`src/rtl/conv3_window_feeder.sv`:
```
// Streams a 3x3 kernel and an image into the conv engine as column triples, applying
// padding=1/stride=1 through two line buffers and timing valid_out to the engine pipeline.
module conv3_window_feeder #(
   parameter int unsigned DATA_WIDTH = 16,
   parameter int unsigned IMG_W      = 28,
   parameter int unsigned IMG_H      = 28
) (
   input  logic                  clk,
   input  logic                  rst,
   input  logic                  start,
   input  logic [DATA_WIDTH-1:0] pix_in,
   input  logic                  pix_valid,
   output logic                  pix_ready,
   output logic [DATA_WIDTH-1:0] data_in0,
   output logic [DATA_WIDTH-1:0] data_in1,
   output logic [DATA_WIDTH-1:0] data_in2,
   output logic                  valid_in,
   output logic                  kernel_load,
   output logic                  valid_out,
   output logic                  busy,
   output logic                  done
);

   localparam int unsigned ColW = $clog2(IMG_W + 2);
   localparam int unsigned RowW = $clog2(IMG_H);
   localparam int unsigned AdrW = $clog2(IMG_W);
   localparam logic [ColW-1:0] ColLast     = ColW'(IMG_W + 1);
   localparam logic [ColW-1:0] ColRow0Last = ColW'(IMG_W - 1);
   localparam logic [RowW-1:0] RowLast     = RowW'(IMG_H - 1);

   typedef enum logic [2:0] {StIdle, StKernel, StRow0, StRow, StFlush, StDrain} state_e;

   state_e                state;
   logic [3:0]            kcnt;
   logic [ColW-1:0]       col;
   logic [RowW-1:0]       row;
   logic                  top_zero;
   logic [DATA_WIDTH-1:0] k0, k1;
   logic [DATA_WIDTH-1:0] top_buf [IMG_W];
   logic [DATA_WIDTH-1:0] mid_buf [IMG_W];

   // Tags riding alongside valid_in; two more stages match the engine result path.
   logic vo_tag, vo_tag_d1, last_tag, last_tag_d1;

   logic                  accept, kern_third;
   logic                  emit, emit_kern, emit_tag, emit_last;
   logic [DATA_WIDTH-1:0] e0, e1, e2, top_rd, mid_rd;
   logic [AdrW-1:0]       rd_adr, wr0_adr;

   assign busy = (state != StIdle);

   always_comb begin
      pix_ready = 1'b0;
      case (state)
         StKernel, StRow0: pix_ready = 1'b1;
         StRow:            pix_ready = (col != '0) && (col != ColLast);
         default:          pix_ready = 1'b0;
      endcase
   end

   always_comb begin
      accept     = pix_valid && pix_ready;
      kern_third = (kcnt == 4'd2) || (kcnt == 4'd5) || (kcnt == 4'd8);
      rd_adr     = AdrW'(col - ColW'(1));
      wr0_adr    = AdrW'(col);
      top_rd     = top_zero ? '0 : top_buf[rd_adr];
      mid_rd     = mid_buf[rd_adr];
   end

   // Triple to register this cycle; phase 0 and IMG_W+1 are the zero padding columns.
   always_comb begin
      emit      = 1'b0;
      emit_kern = 1'b0;
      emit_tag  = 1'b0;
      emit_last = 1'b0;
      e0        = '0;
      e1        = '0;
      e2        = '0;
      case (state)
         StKernel: begin
            if (accept && kern_third) begin
               emit      = 1'b1;
               emit_kern = 1'b1;
               e0        = k0;
               e1        = k1;
               e2        = pix_in;
            end
         end
         StRow: begin
            if (col == '0 || col == ColLast) begin
               emit     = 1'b1;
               emit_tag = (col == ColLast);
            end else if (pix_valid) begin
               emit     = 1'b1;
               emit_tag = (col >= ColW'(2));
               e0       = top_rd;
               e1       = mid_rd;
               e2       = pix_in;
            end
         end
         StFlush: begin
            emit      = 1'b1;
            emit_tag  = (col >= ColW'(2));
            emit_last = (col == ColLast);
            if (col != '0 && col != ColLast) begin
               e0 = top_rd;
               e1 = mid_rd;
            end
         end
         default: ;
      endcase
   end

   always_ff @(posedge clk) begin
      if (rst) begin
         state       <= StIdle;
         kcnt        <= '0;
         col         <= '0;
         row         <= '0;
         top_zero    <= 1'b0;
         k0          <= '0;
         k1          <= '0;
         data_in0    <= '0;
         data_in1    <= '0;
         data_in2    <= '0;
         valid_in    <= 1'b0;
         kernel_load <= 1'b0;
         vo_tag      <= 1'b0;
         vo_tag_d1   <= 1'b0;
         last_tag    <= 1'b0;
         last_tag_d1 <= 1'b0;
         valid_out   <= 1'b0;
         done        <= 1'b0;
      end else begin
         data_in0    <= e0;
         data_in1    <= e1;
         data_in2    <= e2;
         valid_in    <= emit;
         kernel_load <= emit_kern;
         vo_tag      <= emit_tag;
         last_tag    <= emit_last;
         vo_tag_d1   <= vo_tag;
         last_tag_d1 <= last_tag;
         valid_out   <= vo_tag_d1;
         done        <= last_tag_d1;
         case (state)
            StIdle: if (start) state <= StKernel;
            StKernel: begin
               if (accept) begin
                  k0 <= k1;
                  k1 <= pix_in;
                  if (kcnt == 4'd8) begin
                     kcnt  <= '0;
                     state <= StRow0;
                  end else begin
                     kcnt <= kcnt + 4'd1;
                  end
               end
            end
            StRow0: begin
               if (accept) begin
                  mid_buf[wr0_adr] <= pix_in;
                  if (col == ColRow0Last) begin
                     col      <= '0;
                     row      <= RowW'(1);
                     top_zero <= 1'b1;
                     state    <= StRow;
                  end else begin
                     col <= col + ColW'(1);
                  end
               end
            end
            StRow: begin
               if (col == ColLast) begin
                  col      <= '0;
                  top_zero <= 1'b0;
                  if (row == RowLast) begin
                     row   <= '0;
                     state <= StFlush;
                  end else begin
                     row <= row + RowW'(1);
                  end
               end else if (col == '0) begin
                  col <= ColW'(1);
               end else if (accept) begin
                  top_buf[rd_adr] <= mid_buf[rd_adr];
                  mid_buf[rd_adr] <= pix_in;
                  col             <= col + ColW'(1);
               end
            end
            StFlush: begin
               if (col == ColLast) begin
                  col   <= '0;
                  state <= StDrain;
               end else begin
                  col <= col + ColW'(1);
               end
            end
            StDrain: if (last_tag_d1) state <= StIdle;
            default: state <= StIdle;
         endcase
      end
   end

endmodule

```
`config.mk`:
```
export PLATFORM = sky130hd
export DESIGN_NAME = conv3_window_feeder
export DESIGN_NICKNAME = d
export VERILOG_FILES = /design/src/rtl/conv3_window_feeder.sv
export SDC_FILE = /design/constraint.sdc
export NUM_CORES = 1
export LEC_CHECK = 0
export ABC_AREA = 1
export CORE_MARGIN = 5
export CORE_UTILIZATION = 40
export CTS_CLUSTER_SIZE = 28
export DETAILED_ROUTE_END_ITERATION = 6
export SYNTH_ARGS = -nofsm -noshare
export SYNTH_HDL_FRONTEND = slang
export SYNTH_SLANG_ARGS = --single-unit
```
`constraint.sdc`:
```
create_clock -name clk -period 3.25 [get_ports clk]
set_input_delay 0.8125 -clock clk [delete_from_list [all_inputs] [get_ports clk]]
set_output_delay 0.8125 -clock clk [all_outputs]
set_load 0.005 [all_outputs]
```
Word level (Yosys, flattened, before mapping). Memories as Yosys holds them, arrays and structs flattened. Index checks and enable logic that the tools add are counted.

Output and inout port bits: 54. Bits in writable memories: 896. Latch bits: 0. Bits in registers: 106. Memory bits (read-only): 0. Memories: 2.

Memory list: mid_buf (depth 28, width 16, rd ports 1, clocked after memory_dff 0, write ports 1, RTL line 40) `logic [DATA_WIDTH-1:0] mid_buf [IMG_W];`; top_buf (depth 28, width 16, rd ports 1, clocked after memory_dff 0, write ports 1, RTL line 39) `logic [DATA_WIDTH-1:0] top_buf [IMG_W];`.

Divide/modulo/power cells: 0. Muxes and demuxes: 62. Multipliers: 0. $lt $le $gt $ge: 1. Reductions and logical operators: 20. Bitwise logic cells: 2. Add/subtract/negate cells: 4. Shifts and indexed selects: 0. Eq/ne operators: 22.

Operator list (count): $mux 16 (13); $pmux 16 s3 (2); $mux 5 (11); $pmux 16 s2 (1); $mux 3 (9); $mux 1 (18); $ne 2x2->1 const B (9); $pmux 3 s6 (1); $reduce_or 16->1 (1); $eq 5x5->1 const B (3); $pmux 5 s3 (1); $add 5x1->5 const B (2); $pmux 5 s2 (1); $reduce_and 9->1 (1); $eq 3x2->1 const B (2); $eq 3x3->1 const B (2); $pmux 1 s2 (3); $reduce_bool 3->1 (2); $reduce_or 2->1 (3); $ge 5x2->1 const B (1); $logic_not 5->1 (1); $ne 5x5->1 const B (1); $reduce_bool 5->1 (1); $sub 5x1->5 const B (1); other kinds (16) (21).

Longest topological paths before layout. Gate-level depths: netlist of the first run.

Depth after elaboration: 12. Depth in mapped cells: 19. Depth with buffers taken out: 15.

Least setup slack after synthesis of the first run. Ideal clock, no wire load.

Path kind: register -> register. Start point: reg col[0]. End point: mem mid_buf[13][0], enable pin. Data arrival time: 3023 ps. Stages on the path, launching flop included: 14. Library setup time: 388 ps. Required time: 2862 ps. Clock period less this slack: 3411 ps. Path slack: -161 ps. Cell sequence: dfxtp_1 > buf_4 > inv_2 > buf_4 > buf_2 > buf_2 > ha_1 > buf_2 > buf_2 > buf_1 > nand2_1 > o21ai_2 > nand3_2 > nor2_1.

Longest elaborated chain between the ends: 12. Elaborated cells between the ends (all ways): 20.

RTL lines: start: declaration (RTL line 35) `logic [ColW-1:0] col;`; start signal: assignment (RTL line 169) `col <= col + ColW'(1);`; start signal: assignment (RTL line 184) `col <= ColW'(1);`; start signal: assignment (RTL line 188) `col <= col + ColW'(1);`; $ne 5x5->1 or $reduce_bool 5->1 (tied branches) (RTL line 56) `StRow: pix_ready = (col != '0) && (col != ColLast);`; $logic_and 1x1->1 (RTL line 56); $pmux 1 s2 (RTL line 54) `case (state)`; $logic_and 1x1->1 (RTL line 62) `accept = pix_valid && pix_ready;`; $mux 1 (RTL line 161, 185); $mux 1 (RTL line 183) `end else if (col == '0) begin`; $mux 1 (RTL line 174) `if (col == ColLast) begin`; $mux 1 (RTL line 146) `case (state)`; $mux 1 (RTL line 115) `if (rst) begin`; $mux 1 (implied by the code) (RTL line 187) `mid_buf[rd_adr] <= pix_in;`; $reduce_or 16->1 (no line); $mux 5 (no line) or $mux 1 (tied branches); end: declaration (RTL line 40).

Parallel ways exist; a longest one is shown, timed or not.

Worst setup path in the final report of the first run.
Start point: reg col[0]. End point: out pix_ready.

Longest elaborated chain between the ends: 3. Elaborated cells between the ends (all ways): 4.

RTL lines: $ne 5x5->1 or $reduce_bool 5->1 (tied branches) (RTL line 56); $logic_and 1x1->1 * (RTL line 56); $pmux 1 s2 * (RTL line 54); end: declaration (RTL line 13) `output logic pix_ready,`.

Every way passes the cells marked *; elsewhere a longest branch is shown, timed or not.

==> flow_summary.toml, run 1 <==
[status]
outcome = "complete, no violations"

[floorplanning]
die-height_um = 330
core_area_sq_um = 102000
pin_count = 74
rows = 117
die_w_um = 330
initial_core_util_pct = 40.2
die-area_sq_um = 109000

[timing]
clock_skew_ns = 0.0276
finalHoldViolCount = 0
min_period_ns = 3.12
min_period_over_period_pct = 96.0
rsz0062_at_grt = "false"
holdWs_ns = 0.412
tightest_slew_ns = 1.03
fmax_mhz = 320
setup_viol = 0
final_max_slew_viol_count = 0
worst_slew_margin_rel_pct = 31.3

[worst_setup_path]
reg2reg_depth = 9
endpoint_kind = "output pin"
max_stage_delay_ns = 0.46
critical_path_arrival_ns = 2.31
crit_chain = "inv_8 > ha_4 > nand3_2 > nand2_4 > nand2_1 > clkdlybuf4s50_1"
critPathBufInv = 2
critical_path.top_delay_family = "buffers and inverters"
cp.required_ns = 2.44
crit_fanout = 17
critPathSlowestCell = "clkdlybuf4s50_1"
crit_type = "flip-flop to output pin"
crit_cells = 6
reg2reg_from = "col[0]"
critPathLaunch = "col[0]"
startpoint_type = "flip-flop"

[power]
power.density_nw_per_um2 = 1130
ir_worst_vdd_mv = 1.58
leakage_nw = 17.3

[cts]
ctsRootBufferMaster = "clkbuf_16"
cts_setup_buffers = 0
ctsLongestPathBuffers = 3
cts_hold_buf = 0
clk_pin_slew_ns = 0.06
cts_tree = "done"
clock_latency_ns = 0.68
numCtsBuffers = 96
htree_levels = 3
cts_sinks = 1002

[yosys]
syn-num-nets = 3743
synth_ff_type = "edfxtp_1"
synth_simple_gate_area_share_pct = 22.2
synth_top_area_share_pct = 65.9
synth_top_family_by_area = "simple AND/OR/NAND/NOR gates"
synth_edf_count = 896
yosys_warnings = 0
synth-adder-area-share_pct = 0.398
synthCells = 3710
synth.most_common_cell = "nand2_1"
synthMuxAreaShare_pct = 0
synth_area_per_cell_sq_um = 11.0
synth-seq-area-share_pct = 71.1
synth_area_sq_um = 40800
synth_commonest_cells = "nand2_1 (1373), edfxtp_1 (896), nand3_1 (412)"
synth_compound_gate_area_share_pct = 3.27
synth_area_leader_cell = "edfxtp_1"
ys_ff_latch = 1002
async_flop_share_pct = 0
synth-xor-area-share_pct = 0.107
synthTopCellsByArea = "edfxtp_1 (66%), nand2_1 (13%), dfxtp_1 (5.2%), nand3_1 (5.0%), nor2_1 (2.2%)"
yosysUniqueCellTypes = 37

[layout]
synthToLayoutAreaGrowth_pct = 16.3
drive_gt1_share_pct = 9.13
nNetsFinal = 3852
fin_area_sq_um = 47500

[placement]
gp_congestion = 0.869
dp_hpwl_um = 67400
port_buffers = 73
placed_cell_area_sq_um = 44300

[detailed_routing]
vias_per_cell = 5.22
drc_errors = 0
wl_per_cell_um = 21.5
drt-total-wl_um = 113000
ant_nets = 0
drt_iter0_markers = 2885
dr_total_vias = 27529
drtPass1Iterations = 5

[global_routing]
antenna_found_initial = 2
grt.overflow.total = 0
grt_first_pass_wirelength_um = 167000
first_global_vias = 26103
grt_max_degree = 194
grt_usage_pct = 20.5

[min_path]
hp-start = "vo_tag_d1"
min_path_cells = 2
hold_class = "flip-flop to flip-flop"

[job]
drv_cap = 0
## logic make-up after synthesis
logic type	after synthesis
XOR/XNOR	2
buffers and inverters	290
adder cells (fa/ha/maj)	13
flip-flops	1002
AO/OA/AOI/OAI	241
AND/OR/NAND/NOR	2162
## worst paths after layout
check                           slack [ns]            end
worst min-delay path                  0.41      valid_out
worst min register to register        0.41      valid_out
worst max-delay path                  0.13      pix_ready
worst max register to register        0.36  top_buf[5][9]
## where the power goes
group | leakage (nW) | internal [mW] | switching (mW)
combinational | 6.84 | 6.46 | 18.1
sequential | 8.88 | 17.6 | 0.107
clock | 1.53 | 6.45 | 4.76
total | 17.3 | 30.5 | 23.0
## worst register-to-register path, delay by kind of cell, from the launching register on
kind / cells / cell delay, ns
fa+ha+maj: 1 / 0.30
simple gates: 5 / 1.09
flops: 1 / 0.44
buf+inv: 3 / 0.76
## layer usage
| layer | wire length (um) | GRT usage [%] | vias to the layer above |
|---|---|---|---|
| li1 | - | - | 13009 |
| met1 | 49000 | 29.3 | 13283 |
| met2 | 51900 | 32.2 | 1071 |
| met3 | 9390 | 3.85 | 166 |
| met4 | 2970 | 6.08 | 0 |
| met5 | 0 | 0 | - |
## sequential cells by signal (all words and copies together), names as in the netlist, 3 cells and up
name / cells
row: 5
top_buf: 448
k1: 16
data_in0: 16
kcnt: 4
data_in2: 16
data_in1: 16
k0: 16
col: 5
state: 3
mid_buf: 448
## final cells by class
type	count	area, sq um
clock inverter	50	510
inverter	68	272
antenna	3	7.51
fill	9250	54100
timing repair buffer	233	2670
multi-input combinational	2418	10700
clock buffer	128	2640
sequential	1002	29000
tap	1368	1710
## timing repair
| item | 4_1_cts | 5_1_grt |
|---|---|---|
| endpoints found under the setup margin | 1 | 1 |
| resized for setup | 1 | 5 |
| pin swaps | 0 | 1 |
## stage by stage
stage          instances  power, mW  setup WS, ns  utilization, %  setup TNS [ns]
3_5_place_dp        5089       42.4         0.188            43.6               0
3_3_place_gp        5089       42.4         0.180            43.6               0
2_1_floorplan       3710       30.7        -0.161               -          -50.78
6_report            5270       53.5         0.129            46.8               0
4_1_cts             5267       53.6        0.0105            46.7               0
5_1_grt             5267       56.2       0.00243            46.8               0
## placed cells by master, fill, tap and decap left out, types with 12 or more instances in the layout
cell type,n
o21ai_0,78
clkinv_2,15
dfxtp_1,102
a21oi_1,113
clkdlybuf4s50_1,72
buf_12,59
nor2_1,233
inv_1,56
clkinv_1,21
nand3_2,12
nand4_1,79
a22oi_1,20
ha_1,12
clkbuf_1,24
clkbuf_16,100
o211ai_1,17
buf_4,101
nand2_1,1370
nand3_1,412
edfxtp_1,896
nor3b_1,18
Note: power is estimated with default switching activity, not from simulation.
==> run 2: changes to the inputs <==
CORE_UTILIZATION = 36   (was 40)
CTS_BUF_LIST = sky130_fd_sc_hd__clkbuf_2   (was unset)
==> run 2 against run 1 <==
Net effect:
- the flow now finishes with violations (negative setup slack)
- worst hold slack worse by 0.22 ns
- sequential share of layout area is 0.72 points higher
- power shrank 5.2%
- register-to-register slack got worse by 0.24 ns
- clock power down 28%
- combinational power grew 2%
- utilization is 5.1 points lower
- worst setup slack worse by 0.32 ns
- largest cell class unchanged
- largest power group unchanged
==> flow_summary.toml, run 2 (synthesis results as in run 1) <==
[worst_setup_path]
startpoint_type = "flip-flop"
reg2reg_depth = 14
crit_fanout = 2
reg2reg_from = "col[0]"
endpoint_kind = "output pin"
r2r_end = "top_buf[6][7]"
cp.required_ns = 2.44
crit_type = "flip-flop to output pin"
critical_path_arrival_ns = 2.63
r2r_slack_ns = 0.12

[timing]
clock_skew_ns = 0.134
finalHoldViolCount = 0
holdWs_ns = 0.192
setup_ws_ns = -0.191
worst_slew_margin_rel_pct = 27.3
min_period_ns = 3.44
rsz0062_at_grt = "true"
setup_viol = 1
fmax_mhz = 291
final_max_slew_viol_count = 0
tightest_slew_ns = 1.09
finalSetupTns_ns = -0.191
min_period_over_period_pct = 106

[detailed_routing]
drt_iter0_markers = 2995
dr_wl_met3_um = 9170
wl_met2_um = 54900
wl_met1_um = 48400
vias_per_cell = 5.06
drtPass1Iterations = 6
drt-total-wl_um = 115000
drc_errors = 0
ant_nets = 0
wl_per_cell_um = 20.4
highest_layer = "met4"
dr_total_vias = 28637

[min_path]
hold_class = "input pin to flip-flop"
hp-start = "pix_in[1]"
worstHoldEndpoint = "mid_buf[27][1]"
min_path_cells = 2

[global_routing]
grt_first_pass_wirelength_um = 170000
first_global_vias = 27182
grt.overflow.total = 0
grt_max_degree = 134
grt_usage_pct = 18.6
antenna_found_initial = 3

[layout]
final_common_cell = "nand2_1"
reg_top3 = "mid_buf: 448 flops, top_buf: 448 flops"
layout_common_cells = "nand2_1 (1366), edfxtp_1 (896), nand3_1 (412)"
layout.cells.non_filler = 5656
fillers = 10771
multi_input_comb_area_sq_um = 10700
nNetsFinal = 3998
seq_area_sq_um = 29100
drive_gt1_share_pct = 14.6
fin_area_sq_um = 47000
synthToLayoutAreaGrowth_pct = 15.0
post-route-util_pct = 41.7

[placement]
port_buffers = 73
dp_hpwl_um = 67700
placed_cells = 5217
place_worst_setup_slack_ns = 0.0991
placed_cell_area_sq_um = 44500
gp_congestion = 0.873

[cts]
clk_pin_slew_ns = 0.12
numCtsBuffers = 224
htree_levels = 4
ctsLongestPathBuffers = 3
clock_latency_ns = 1.55
cts_tree = "done"
ctsRootBufferMaster = "clkbuf_2"
cts_sinks = 1002

[floorplanning]
pin_count = 74
die-area_sq_um = 120000
core_area_sq_um = 113000
rows = 123
initial_core_util_pct = 36.2
die_w_um = 347
die-height_um = 347

[power]
ir_worst_vdd_mv = 2.11
power.density_nw_per_um2 = 1080
leakage_nw = 17.7
finalPower_mw = 50.7

[status]
outcome = "complete, but fails checks"
failed_checks = "negative setup slack"

[job]
drv_cap = 0
[run 2: routing by layer]
| layer | GRT usage (%) | vias to the layer above |
|---|---|---|
| met5 | 0 | - |
| met4 | 5.92 | 0 |
| met3 | 3.89 | 178 |
| met2 | 30.0 | 1206 |
| met1 | 25.4 | 13771 |
| li1 | - | 13482 |
[run 2: what timing repair did]
item                                    in CTS  in global routing
endpoints found under the setup margin      54                186
resized for setup                           85                 17
hold endpoints to repair                    89                  0
buffers inserted                            12                  5
gates cloned                                 1                  1
hold buffers                                 3                  0
pin swaps                                    5                  5
[run 2: cell type report]
| cell class | instances | share of cell area [%] |
|---|---|---|
| flip-flops and latches | 1002 | 61.8 |
| multi-input cells | 2418 | 22.8 |
| inverters | 68 | 0.583 |
| clock inverters | 89 | 1.11 |
| repair buffers | 251 | 6.17 |
| clock buffers | 324 | 3.45 |
| diodes | 4 | 0.0213 |
| well taps | 1500 | 4.00 |
[run 2: worst max-delay path, stage by stage (launching register included)]
cell,delay [ns]
dfxtp_4,0.38
buf_12,0.12
ha_4,0.15
nand2_4,0.07
nor2_4,0.05
nor2_4,0.13
nand2_4,0.07
nand2_4,0.06
buf_6,0.09
[run 2: how the worst max path moves through the flow]
stage / startpoint / to / slack, ns
after floorplan: col[0] / mid_buf[13][0] / -0.16
after global placement: pix_valid / mid_buf[18][13] / 0.10
after detailed placement: pix_valid / mid_buf[9][14] / 0.1
after CTS: col[0] / pix_ready / -0.35
after global routing: col[0] / pix_ready / -0.31
final: col[0] / pix_ready / -0.19
[run 2: report_power, final]
| group | switching, mW | internal [mW] |
|---|---|---|
| combinational | 18.4 | 6.66 |
| sequential | 0.0963 | 17.5 |
| clock | 4.93 | 3.09 |
